`config.mk`:
```
export PLATFORM = sky130hd
export DESIGN_NAME = text_cell_sequencer
export DESIGN_NICKNAME = d
export VERILOG_FILES = /design/src/rtl/text_cell_sequencer.sv
export SDC_FILE = /design/constraint.sdc
export NUM_CORES = 1
export LEC_CHECK = 0
export BUFFER_PORTS_ARGS = -buffer_cell sky130_fd_sc_hd__buf_2
export CAP_MARGIN = 5
export CORE_MARGIN = 2
export CORE_UTILIZATION = 50
export CTS_CLUSTER_DIAMETER = 150
export DETAILED_ROUTE_END_ITERATION = 7
export GPL_ROUTABILITY_DRIVEN = 0
export PLACE_DENSITY_LB_ADDON = 0.3
export SLEW_MARGIN = 20
export SYNTH_ARGS = -nofsm -noshare
export SYNTH_HDL_FRONTEND = slang
export SYNTH_SLANG_ARGS = --single-unit
```
`constraint.sdc`:
```
create_clock -name clk -period 3.43 [get_ports clk]
set_input_delay 0.5145 -clock clk [delete_from_list [all_inputs] [get_ports clk]]
set_output_delay 0.5145 -clock clk [all_outputs]
set_load 0.005 [all_outputs]
```
`src/rtl/text_cell_sequencer.sv`:
```
// Character-overlay sequencer for the VGA text layer.
// Turns the scan position into character-cell coordinates, latches the
// character owning each cell, addresses the glyph ROM and picks the pixel
// bit. Syncs are delayed by the same three ticks as the pixel. The
// displayed data words are snapshotted once per frame at vertical-blank
// start.
module text_cell_sequencer #(
  parameter int NWORDS      = 4,
  parameter int VBLANK_LINE = 480
) (
  input  logic                  clk,
  input  logic                  reset_n,
  input  logic                  pixel_en,
  input  logic [9:0]            hcount,
  input  logic [9:0]            vcount,
  input  logic                  video_on,
  input  logic                  hsync_in,
  input  logic                  vsync_in,
  input  logic                  freeze,
  input  logic [16*NWORDS-1:0]  data_in,
  input  logic                  char_p_in,
  input  logic [7:0]            char_in,
  input  logic [7:0]            rom_data,
  output logic [4:0]            row,
  output logic [6:0]            col,
  output logic                  enable,
  output logic [16*NWORDS-1:0]  data_out,
  output logic [11:0]           rom_addr,
  output logic                  pixel_on,
  output logic                  video_on_out,
  output logic                  hsync_out,
  output logic                  vsync_out
);

  localparam logic [9:0] VBLANK_V  = 10'(VBLANK_LINE);
  localparam logic [9:0] VISIBLE_V = 10'd480;

  // Stage-0 copies not broadcast to the string generators.
  logic [3:0] line0;
  logic [2:0] bit0;
  logic       vid0;
  logic       hs0;
  logic       vs0;

  // Stage-1 state.
  logic [7:0] char1;
  logic [2:0] bit1;
  logic       enable1;
  logic       vid1;
  logic       hs1;
  logic       vs1;

  // Stage 0: decode the scan position into cell coordinates and sub-cell offsets.
  always_ff @(posedge clk) begin
    if (!reset_n) begin
      // NOTE: all state uses non-blocking assignments so every stage reads the
      // previous tick's values of the stage before it, giving a true pipeline.
      row    <= '0;
      col    <= '0;
      enable <= 1'b0;
      line0  <= '0;
      bit0   <= '0;
      vid0   <= 1'b0;
      hs0    <= 1'b0;
      vs0    <= 1'b0;
    end else if (pixel_en) begin
      row    <= vcount[8:4];
      col    <= hcount[9:3];
      enable <= video_on && (vcount < VISIBLE_V);
      line0  <= vcount[3:0];
      bit0   <= hcount[2:0];
      vid0   <= video_on;
      hs0    <= hsync_in;
      vs0    <= vsync_in;
    end
  end

  // Stage 1: latch the cell's character off the wired-OR bus and address the glyph ROM.
  always_ff @(posedge clk) begin
    if (!reset_n) begin
      char1    <= '0;
      rom_addr <= '0;
      bit1     <= '0;
      enable1  <= 1'b0;
      vid1     <= 1'b0;
      hs1      <= 1'b0;
      vs1      <= 1'b0;
    end else if (pixel_en) begin
      char1    <= char_p_in ? char_in : 8'h00;
      rom_addr <= {(char_p_in ? char_in : 8'h00), line0};
      bit1     <= bit0;
      enable1  <= enable;
      vid1     <= vid0;
      hs1      <= hs0;
      vs1      <= vs0;
    end
  end

  // Stage 2: select the glyph bit (MSB is the leftmost pixel) and emit aligned syncs.
  always_ff @(posedge clk) begin
    if (!reset_n) begin
      pixel_on     <= 1'b0;
      video_on_out <= 1'b0;
      hsync_out    <= 1'b0;
      vsync_out    <= 1'b0;
    end else if (pixel_en) begin
      pixel_on     <= enable1 && (char1 != 8'h00) && rom_data[3'd7 - bit1];
      video_on_out <= vid1;
      hsync_out    <= hs1;
      vsync_out    <= vs1;
    end
  end

  // Snapshot the live data words once per frame so the display never tears.
  always_ff @(posedge clk) begin
    if (!reset_n) begin
      data_out <= '0;
    end else if (pixel_en && (vcount == VBLANK_V) && (hcount == 10'd0) && !freeze) begin
      data_out <= data_in;
    end
  end

endmodule

```
==> reports/qor.yml, run 1 <==
place:
  io_buffers: 200
  dp_hpwl_mm: 7.27
  dpl_cell_area_sq_um: 5420
power:
  p_comb_share_pct: 8.7
  power.switching_uw: 533
  pwr-share-clk_pct: 34.6
  vdd_drop_max_uv: 181
  pwr-share-seq_pct: 56.7
  internal_power_mw: 1.79
  cellLeakagePower_nw: 3.12
  sw_frac_of_total_pct: 23.0
  pwr_density_cell_nw_per_um2: 412
detailed_routing:
  routed_wl_mm: 9.94
  drtAntennaViolNets: 0
  drtIter0Drc: 62
  vias_per_cell: 4.86
  first_pass_iters: 4
  num_vias: 3662
  drc: 0
  wire_per_inst_um: 13.2
synth:
  ys_warn_count: 0
  synth_top_area_share_pct: 49.9
  synth.area.top_cells: "dfxtp_1 (50%), mux2i_1 (23%), nand2_1 (11%), nor2b_1 (6.9%), clkbuf_1 (1.8%)"
  ys_seq_area_share_pct: 49.9
  ys_ff_latch: 110
  synthesis.instances: 457
  async_flop_share_pct: 0
  synth_edf_count: 0
  synth_cell_types: 24
  syn_area_sq_um: 4420
  syn-num-nets: 565
  avgSynthCellArea_sq_um: 9.66
  synth_top_area_cell: "dfxtp_1"
  yosys_most_used_dff: "dfxtp_1"
  yosysMostFrequentCell: "nand2_1"
  synth_common_cells: "nand2_1 (130), dfxtp_1 (110), mux2i_1 (103)"
grt:
  grt_antenna_before_repair: 0
  grt_max_degree: 77
  grt_overflow_total: 0
  grt_util_all_layers_pct: 20.4
  grt_pass1_wl_mm: 16.3
  use_met1_pct: 24.1
  gr-max-usage-layer: "met2"
  grt_pass1_vias: 3580
  grtUsageMet3_pct: 6.44
  use_met2_pct: 35.1
setup_path:
  cp.required_ns: 3.69
  start_kind: "input pin"
  worstPathMaxFanout: 54
  worstSetupPathType: "input pin to register"
  crit_slowest_cell: "buf_4"
  worst_ep_arrival_time_ns: 2.06
  slowest_delay_ns: 0.71
  endpoint_kind: "register"
  cpLargestDelayFamily: "buffers and inverters"
  crit_buf_inv: 2
  crit_chain: "buf_2, nor4b_2, and3_1, nand4_1, buf_4, mux2i_1"
finish:
  antenna_cells: 0
  final_cell_area_sq_um: 5630
  syn2layout_area_growth_pct: 27.4
  n_fill_cell: 755
  fin_nets: 748
  drive_above_1_share_pct: 34.6
floorplanning:
  coreArea_sq_um: 8640
  dieArea_sq_um: 9600
  die_y_um: 98.0
  rows: 34
  start_util_pct: 51.1
  dieWidth_um: 98.0
  num_io_pins: 201
timing:
  max_freq_mhz: 557
  finalCritPeriodShare_pct: 52.4
  slew_viol_final: 0
  setup-tns-final_ns: 0
  hold_violations: 0
  relSlewSlack_pct: 39.8
  fin_worst_skew_ns: 0.0148
  layout_min_cycle_time_ns: 1.80
  tightestPinTransition_ns: 0.902
  rsz0062_at_grt: "false"
  finalSetupViolCount: 0
job:
  drv_cap: 0
clocking:
  postCtsSetupBuffers: 0
  numCtsBuffers: 9
  clkLatencyLatePin_ns: 0.35
  cts-resized-gates: 0
  path_clk_slew_ns: 0.10
  cts_root_buffer: "clkbuf_8"
  cts_tree: "yes"
  cts_buffer_depth: 2
  cts_sinks: 110
  cts_max_level: 3
  cts_hold_buf: 0
min_path:
  hp-class: "input pin to register"
status:
  status: "complete, no violations"
routing by layer:
metal  wire length (um)  vias up
met5                  0        -
met4                127        0
met3                811       12
met2               4900      118
met1               4100     1673
li1                   -     1859
area by class of cell:
class                   instances  area, sq um  share of cell area (%)
repair buffers                206         1050                    18.6
multi-input cells             312         2030                    36.0
clock buffers                  12          155                    2.76
inverters                       1         3.75                  0.0667
clock inverters                 4         55.1                   0.978
flip-flops and latches        110         2200                    39.1
well taps                     108          135                    2.40
metrics by stage:
step / power [mW] / instances / utilization, % / hold WS [ns] / setup WS, ns
finish: 2.32 / 753 / 65.2 / 0.393 / 1.63
global route: 2.41 / 753 / 65.2 / 0.374 / 1.52
CTS: 2.34 / 753 / 65.2 / 0.378 / 1.64
detailed placement: 1.55 / 737 / 62.7 / 0.449 / 1.27
global placement: 1.54 / 737 / 62.7 / 0.441 / 1.36
floorplan: 1.45 / 457 / - / 0.454 / 1.83
final timing paths:
check	from	to	slack (ns)	depth (start not counted)
worst min-delay path	data_in[50]	data_out[50]	0.39	3
worst min register to register	data_out[29]	data_out[29]	0.46	2
worst max-delay path	pixel_en	data_out[7]	1.63	6
worst max register to register	bit1[1]	pixel_on	2.18	3
power groups by stage:
stage	combinational (mW)	clock (mW)	sequential, mW
finish	0.202	0.803	1.31
global route	0.225	0.873	1.32
CTS	0.204	0.822	1.31
detailed placement	0.203	0	1.34
global placement	0.197	0	1.34
floorplan	0.108	0	1.34
layout by cell type, fill, tap and decap left out:
master / n
nor3_1: 1
nand2_1: 130
nand3b_1: 1
mux2i_1: 103
buf_2: 199
nor4b_2: 1
clkinv_4: 2
mux4_2: 1
nand2b_1: 2
bufinv_16: 1
and2_1: 2
buf_4: 7
dfxtp_1: 110
nor2b_1: 49
nor4_1: 4
clkbuf_1: 1
o21ai_1: 1
a21oi_1: 7
o32ai_1: 1
nand3_1: 1
clkbuf_8: 11
a21boi_0: 2
clkinvlp_4: 1
nand4_1: 3
nor2_1: 2
inv_1: 1
and3_1: 1
state kept, by name, indices dropped and copies added, names as in the netlist, 3 cells and up:
name and cells:
line0 4, rom_addr 12, row 5, bit0 3, bit1 3, col 7
data_out 64
kinds of logic (layout without fill, tap and decap cells):
logic type / count (synthesis) / in the layout / share of synthesized area (%)
AO/OA/AOI/OAI: 11 / 11 / 1.44
AND/OR/NAND/NOR: 197 / 197 / 20.6
buffers and inverters: 35 / 223 / 4.25
flip-flops: 110 / 110 / 49.9
multiplexers: 104 / 104 / 23.9
tightest hold or removal path: stages:
cell	delay, ns
buf_2	0.09
nand2_1	0.04
mux2i_1	0.05
(Power assumes the default switching activity.)
==> run 2, diff against run 1 <==
ABC_AREA = 1   (was default)
CORE_UTILIZATION = 47   (was 50)
clock period = 1.7 ns   (was 3.43 ns; I/O delays follow)
==> run 2 against run 1 <==
Against the previous run:
- power up 99%
- sequential share of layout area fell by 0.25 points
- synthesized area decreased by 0.99%
- global-route usage about the same
- final cell count up 26%
- critical path depth up 2
- hold slack lost 0.28 ns
- critical endpoint is now data_out[32]
- largest cell class unchanged
- largest power group unchanged
- highest routed layer unchanged
==> reports/qor.yml, run 2 <==
status:
  status: "complete, no violations"
synth:
  ys_warn_count: 0  # unchanged
  syn-num-nets: 759  # +34%
  yosys_most_used_dff: "dfxtp_1"
  synthesis.instances: 651  # +42%
  synth_cell_types: 12  # -50%
  synth.area.top_cells: "dfxtp_1 (50%), nor2_1 (18%), nand2_1 (14%), inv_1 (6.1%), o21ai_0 (4.0%)"
  syn_area_sq_um: 4370  # -0.99%
  async_flop_share_pct: 0  # unchanged
  synth_top_area_cell: "dfxtp_1"
  synth_common_cells: "nor2_1 (208), nand2_1 (161), dfxtp_1 (110)"
  ys_ff_latch: 110  # unchanged
  ys_seq_area_share_pct: 50.4  # +0.50 points
  synth_top_area_share_pct: 50.4  # +0.50 points
  synth_edf_count: 0  # unchanged
  yosysMostFrequentCell: "nor2_1"
  avgSynthCellArea_sq_um: 6.72  # -30%
grt:
  grt_overflow_total: 0  # unchanged
  grt_util_all_layers_pct: 20.4  # -0.025 points
  grt_max_degree: 57  # -26%
  grt_antenna_before_repair: 0  # unchanged
  grt_pass1_wl_mm: 16.7  # +2.8%
  grt_pass1_vias: 3873  # +8.2%
detailed_routing:
  drt-met1-wl_mm: 4.50  # +9.8%
  drc: 0  # unchanged
  route.met2.wl_mm: 5.09  # +3.7%
  top_layer_used: "met4"
  wire_per_inst_um: 11.0  # -16%
  drtIter0Drc: 67  # +8.1%
  vias_per_cell: 4.53  # -6.9%
  first_pass_iters: 4  # unchanged
  drtAntennaViolNets: 0  # unchanged
  routed_wl_mm: 10.5  # +5.7%
  routed-wl-met3_um: 809  # -0.25%
  num_vias: 4307  # +18%
floorplanning:
  rows: 35  # +2.9%
  die_y_um: 100  # +2.5%
  dieArea_sq_um: 10100  # +5.1%
  coreArea_sq_um: 9150  # +6.0%
  dieWidth_um: 100  # +2.5%
  start_util_pct: 47.8  # -3.4 points
  num_io_pins: 201  # unchanged
finish:
  n_fill_cell: 855  # +13%
  antenna_cells: 0  # unchanged
  multi_input_area_sq_um: 1720  # -15%
  drive_above_1_share_pct: 26.8  # -7.8 points
  fin_nets: 943  # +26%
  syn2layout_area_growth_pct: 29.5
  regMostFlops: "data_out"
  final_util_pct: 61.9  # -3.3 points
  largest_registers: "data_out x64, rom_addr x12, col x7"
  final_common_cell: "nor2_1"
  area.sequential_sq_um: 2200  # unchanged
  layout_common_cells: "nor2_1 (208), buf_2 (200), nand2_1 (161)"
  final_cell_area_sq_um: 5660  # +0.64%
  fin_cells: 951  # +26%
  largest_reg_flops: 64  # unchanged
place:
  dp.cells: 935  # +27%
  dp_hpwl_mm: 7.85  # +8.0%
  io_buffers: 200  # unchanged
  dpl_cell_area_sq_um: 5460  # +0.85%
  pre_cts_slack_ns: 0.135  # -1.14 ns
setup_path:
  worst_ep_arrival_time_ns: 1.43  # -0.63 ns
  slowest_delay_ns: 0.27  # -0.44 ns
  reg2regPathDepth: 7  # +4
  worstPathMaxFanout: 51  # -5.6%
  endpoint_kind: "register"
  cp_common_cell: "nor2_1"
  start_kind: "input pin"
  worstSetupPathType: "input pin to register"
  reg2reg_from: "bit1[0]"
  rrSetupSlack_ns: 0.69  # -1.49 ns
  crit_slowest_cell: "buf_12"
  crit_chain: "buf_2, nor2_1, nand2_1, nor2_1, nand3_4, buf_12, nor2_1, nor2_1"
  cp.required_ns: 1.94  # -1.75 ns
  cp-startpoint: "hcount[1]"
  cpLargestDelayFamily: "simple AND/OR/NAND/NOR gates"
  crit_buf_inv: 2  # unchanged
  r2r-end: "pixel_on"
timing:
  fin_worst_skew_ns: 0.00357  # -0.0112 ns
  setup-tns-final_ns: 0  # unchanged
  worst_slack_ns: 0.516  # -1.12 ns
  layout_min_cycle_time_ns: 1.18
  slew_viol_final: 0  # unchanged
  tightestPinTransition_ns: 0.547  # -0.355 ns
  relSlewSlack_pct: 63.5  # +24 points
  hold_violations: 0  # unchanged
  finalCritPeriodShare_pct: 69.6
  finalSetupViolCount: 0  # unchanged
  rsz0062_at_grt: "false"
  max_freq_mhz: 845
power:
  p_comb_share_pct: 8.2  # -0.5 points
  power.switching_mw: 1.07  # +100%
  pwr-share-clk_pct: 33.8  # -0.8 points
  internal_power_mw: 3.54  # +98%
  sw_frac_of_total_pct: 23.2  # +0.21 points
  cellLeakagePower_nw: 3.26  # +4.5%
  pwr-share-seq_pct: 58.0  # +1.3 points
  vdd_drop_max_uv: 430  # +140%
  pwr_density_cell_nw_per_um2: 814  # +97%
clocking:
  cts_root_buffer: "clkbuf_8"
  numCtsBuffers: 9  # unchanged
  cts_buffer_depth: 2  # unchanged
  cts_hold_buf: 0  # unchanged
  cts_max_level: 3  # unchanged
  cts-resized-gates: 0  # unchanged
  cts_sinks: 110  # unchanged
  path_clk_slew_ns: 0.10  # about the same
  clkLatencyLatePin_ns: 0.35  # about the same
  cts_tree: "yes"
  postCtsSetupBuffers: 0  # unchanged
job:
  drv_cap: 0  # unchanged
min_path:
  hold_depth: 3  # unchanged
  hp-class: "input pin to register"
  hp-start: "data_in[54]"
  hold_end: "data_out[54]"
[run 2: worst max path at each step]
stage / end / cells past startpoint
global route: data_out[61] / 9
finish: data_out[32] / 8
floorplan: data_out[0] / 8
CTS: data_out[47] / 9
global placement: data_out[14] / 8
detailed placement: data_out[15] / 8
[run 2: cell type report]
class	count	share of cell area, %
multi-input combinational	434	30.4
inverter	71	4.71
sequential	110	38.9
timing repair buffer	209	20.0
clock inverter	5	1.04
tap	111	2.45
clock buffer	11	2.50
[run 2: power groups by stage]
stage	clock network, mW	logic, mW	registers [mW]
floorplan	0	0.159	2.73
global placement	0	0.371	2.73
detailed placement	0	0.378	2.73
CTS	1.61	0.379	2.67
global route	1.73	0.423	2.68
finish	1.56	0.376	2.67
[run 2: cells by family after synthesis]
| group | count (synthesis) | synth area share, % |
|---|---|---|
| and+or+nand+nor | 384 | 33.4 |
| DFF | 110 | 50.4 |
| buffers and inverters | 107 | 10.5 |
| AOI/OAI and AO/OA | 50 | 5.72 |
[run 2: worst reg2reg max path, stage by stage, from the launching register on]
cell,delay (ns)
dfxtp_1,0.40
inv_1,0.11
nand2_1,0.08
nand3_1,0.06
nand2_1,0.06
nand2_1,0.05
nand3_1,0.07
a21oi_1,0.06
[run 2: per-stage QoR]
stage	total power [mW]	hold WS (ns)
6_report	4.61	0.113
2_1_floorplan	2.89	0.390
3_3_place_gp	3.10	0.451
3_5_place_dp	3.11	0.461
4_1_cts	4.67	0.0925
5_1_grt	4.84	0.0955
[run 2: layer usage]
layer	vias to the layer above	GRT usage, %
met4	0	6.74
met5	-	0
met1	1880	23.4
li1	2289	-
met2	127	36.3
met3	11	5.89
==> run 3, diff against run 2 <==
clock period = 1.2 ns   (was 1.7 ns; I/O delays follow)
==> run 3 against run 2 <==
Against the previous run:
- combinational power up 51%
- clock power is 31% higher
- critical endpoint is now rom_addr[5]
- die area is the same
- register-to-register slack lost 0.52 ns
- critical path type is now register to output port
- highest routed layer unchanged
- largest power group unchanged
==> reports/qor.yml, run 3 (synthesis results as in run 2) <==
finish:
  layout_common_cells: "nor2_1 (208), buf_2 (200), nand2_1 (161)"
  largest_reg_flops: 64  # unchanged
  n_fill_cell: 842  # -1.5%
  final_common_cell: "nor2_1"
  fin_nets: 956  # +1.4%
  largest_registers: "data_out x64, rom_addr x12, col x7"
  fin_cells: 964  # +1.4%
  final_cell_area_sq_um: 5710  # +0.91%
  drive_above_1_share_pct: 28.0  # +1.2 points
  syn2layout_area_growth_pct: 30.7
  final_util_pct: 62.4  # +0.56 points
  antenna_cells: 0  # unchanged
  regMostFlops: "data_out"
floorplanning:
  coreArea_sq_um: 9150  # unchanged
  num_io_pins: 201  # unchanged
  die_y_um: 100  # unchanged
  start_util_pct: 47.8  # unchanged
  dieArea_sq_um: 10100  # unchanged
  dieWidth_um: 100  # unchanged
  rows: 35  # unchanged
setup_path:
  crit_slowest_cell: "dfxtp_1"
  reg2reg_from: "bit1[0]"
  endpoint_kind: "output port"
  worstPathMaxFanout: 3  # -94%
  cp-startpoint: "rom_addr[5]"
  cpLargestDelayFamily: "flip-flops"
  worstSetupPathType: "register to output port"
  worst_ep_arrival_time_ns: 0.86  # -0.57 ns
  crit_chain: "buf_2"
  crit_buf_inv: 1  # -1
  slowest_delay_ns: 0.38  # +0.11 ns
  cp.required_ns: 1.02  # -0.92 ns
  start_kind: "register"
detailed_routing:
  vias_per_cell: 4.52  # -0.20%
  wire_per_inst_um: 11.0  # -0.46%
  routed_wl_mm: 10.6  # +0.90%
  first_pass_iters: 4  # unchanged
  drtAntennaViolNets: 0  # unchanged
  drtIter0Drc: 106  # +58%
  num_vias: 4357  # +1.2%
  drc: 0  # unchanged
clocking:
  cts_hold_buf: 0  # unchanged
  cts-resized-gates: 0  # unchanged
  numCtsBuffers: 9  # unchanged
  cts_buffer_depth: 2  # unchanged
  postCtsSetupBuffers: 0  # unchanged
  cts_tree: "yes"
  cts_sinks: 110  # unchanged
  cts_max_level: 3  # unchanged
  cts_root_buffer: "clkbuf_8"
  clkLatencyLatePin_ns: 0.36  # about the same
  path_clk_slew_ns: 0.11  # about the same
place:
  pre_cts_slack_ns: -0.169  # -0.304 ns
  dp.cells: 948  # +1.4%
  io_buffers: 200  # unchanged
  dp_hpwl_mm: 7.79  # -0.80%
  dpl_cell_area_sq_um: 5540  # +1.3%
grt:
  grt_pass1_wl_mm: 17.0  # +1.7%
  grt_antenna_before_repair: 0  # unchanged
  grt_overflow_total: 0  # unchanged
  grt_util_all_layers_pct: 20.4  # +0.050 points
  grt_max_degree: 93  # +63%
  grt_pass1_vias: 4116  # +6.3%
power:
  vdd_drop_max_uv: 710  # +65%
  cellLeakagePower_nw: 3.31  # +1.5%
  design_power_total_mw: 6.40  # +39%
  pwr_density_cell_nw_per_um2: 1120  # +38%
min_path:
  hp-start: "data_in[62]"
  hp-class: "input pin to register"
job:
  drv_cap: 0  # unchanged
timing:
  holdWs_ns: 0.0351  # -0.0781 ns
  hold_violations: 0  # unchanged
  max_freq_mhz: 960
  slew_viol_final: 0  # unchanged
  layout_min_cycle_time_ns: 1.04
  finalSetupViolCount: 0  # unchanged
  finalCritPeriodShare_pct: 86.8
  tightestPinTransition_ns: 0.375  # -0.172 ns
  worst_slack_ns: 0.159  # -0.358 ns
  setup-tns-final_ns: 0  # unchanged
  relSlewSlack_pct: 75.0  # +11 points
  rsz0062_at_grt: "false"
  fin_worst_skew_ns: 0.00745  # +0.00388 ns
status:
  status: "complete, no violations"
==> run 3: worst min-delay path, cell delays in order <==
cell	delay, ns
buf_2	0.07
nor2_1	0.03
nor2_1	0.08
==> run 3: layer usage <==
layer	track usage, %	up-vias	routed length, um
met5	0	-	0
met3	6.45	8	852
li1	-	2316	-
met1	22.4	1883	4450
met4	6.01	0	98
met2	37.7	150	5200
==> run 3: area by class of cell <==
cell class,count,area [sq um],area share (%)
flip-flops and latches,110,2200,38.5
multi-input cells,434,1720,30.2
repair buffers,222,1200,21.1
inverters,71,267,4.66
well taps,111,139,2.43
clock buffers,9,124,2.17
clock inverters,7,55.1,0.963
==> run 3: path summary, 6_finish.rpt <==
path | end | slack (ns) | cells after the start
max | rom_addr[5] | 0.16 | 1
min | data_out[62] | 0.04 | 3
max reg2reg | pixel_on | 0.17 | 7
min reg2reg | row[1] | 0.46 | 2
==> run 3: report_power, final <==
| group | switching [mW] | internal (mW) | leakage (nW) |
|---|---|---|---|
| Clock | 1.26 | 0.783 | 0.0919 |
| Sequential | 0.0467 | 3.74 | 0.895 |
| Combinational | 0.288 | 0.279 | 2.32 |
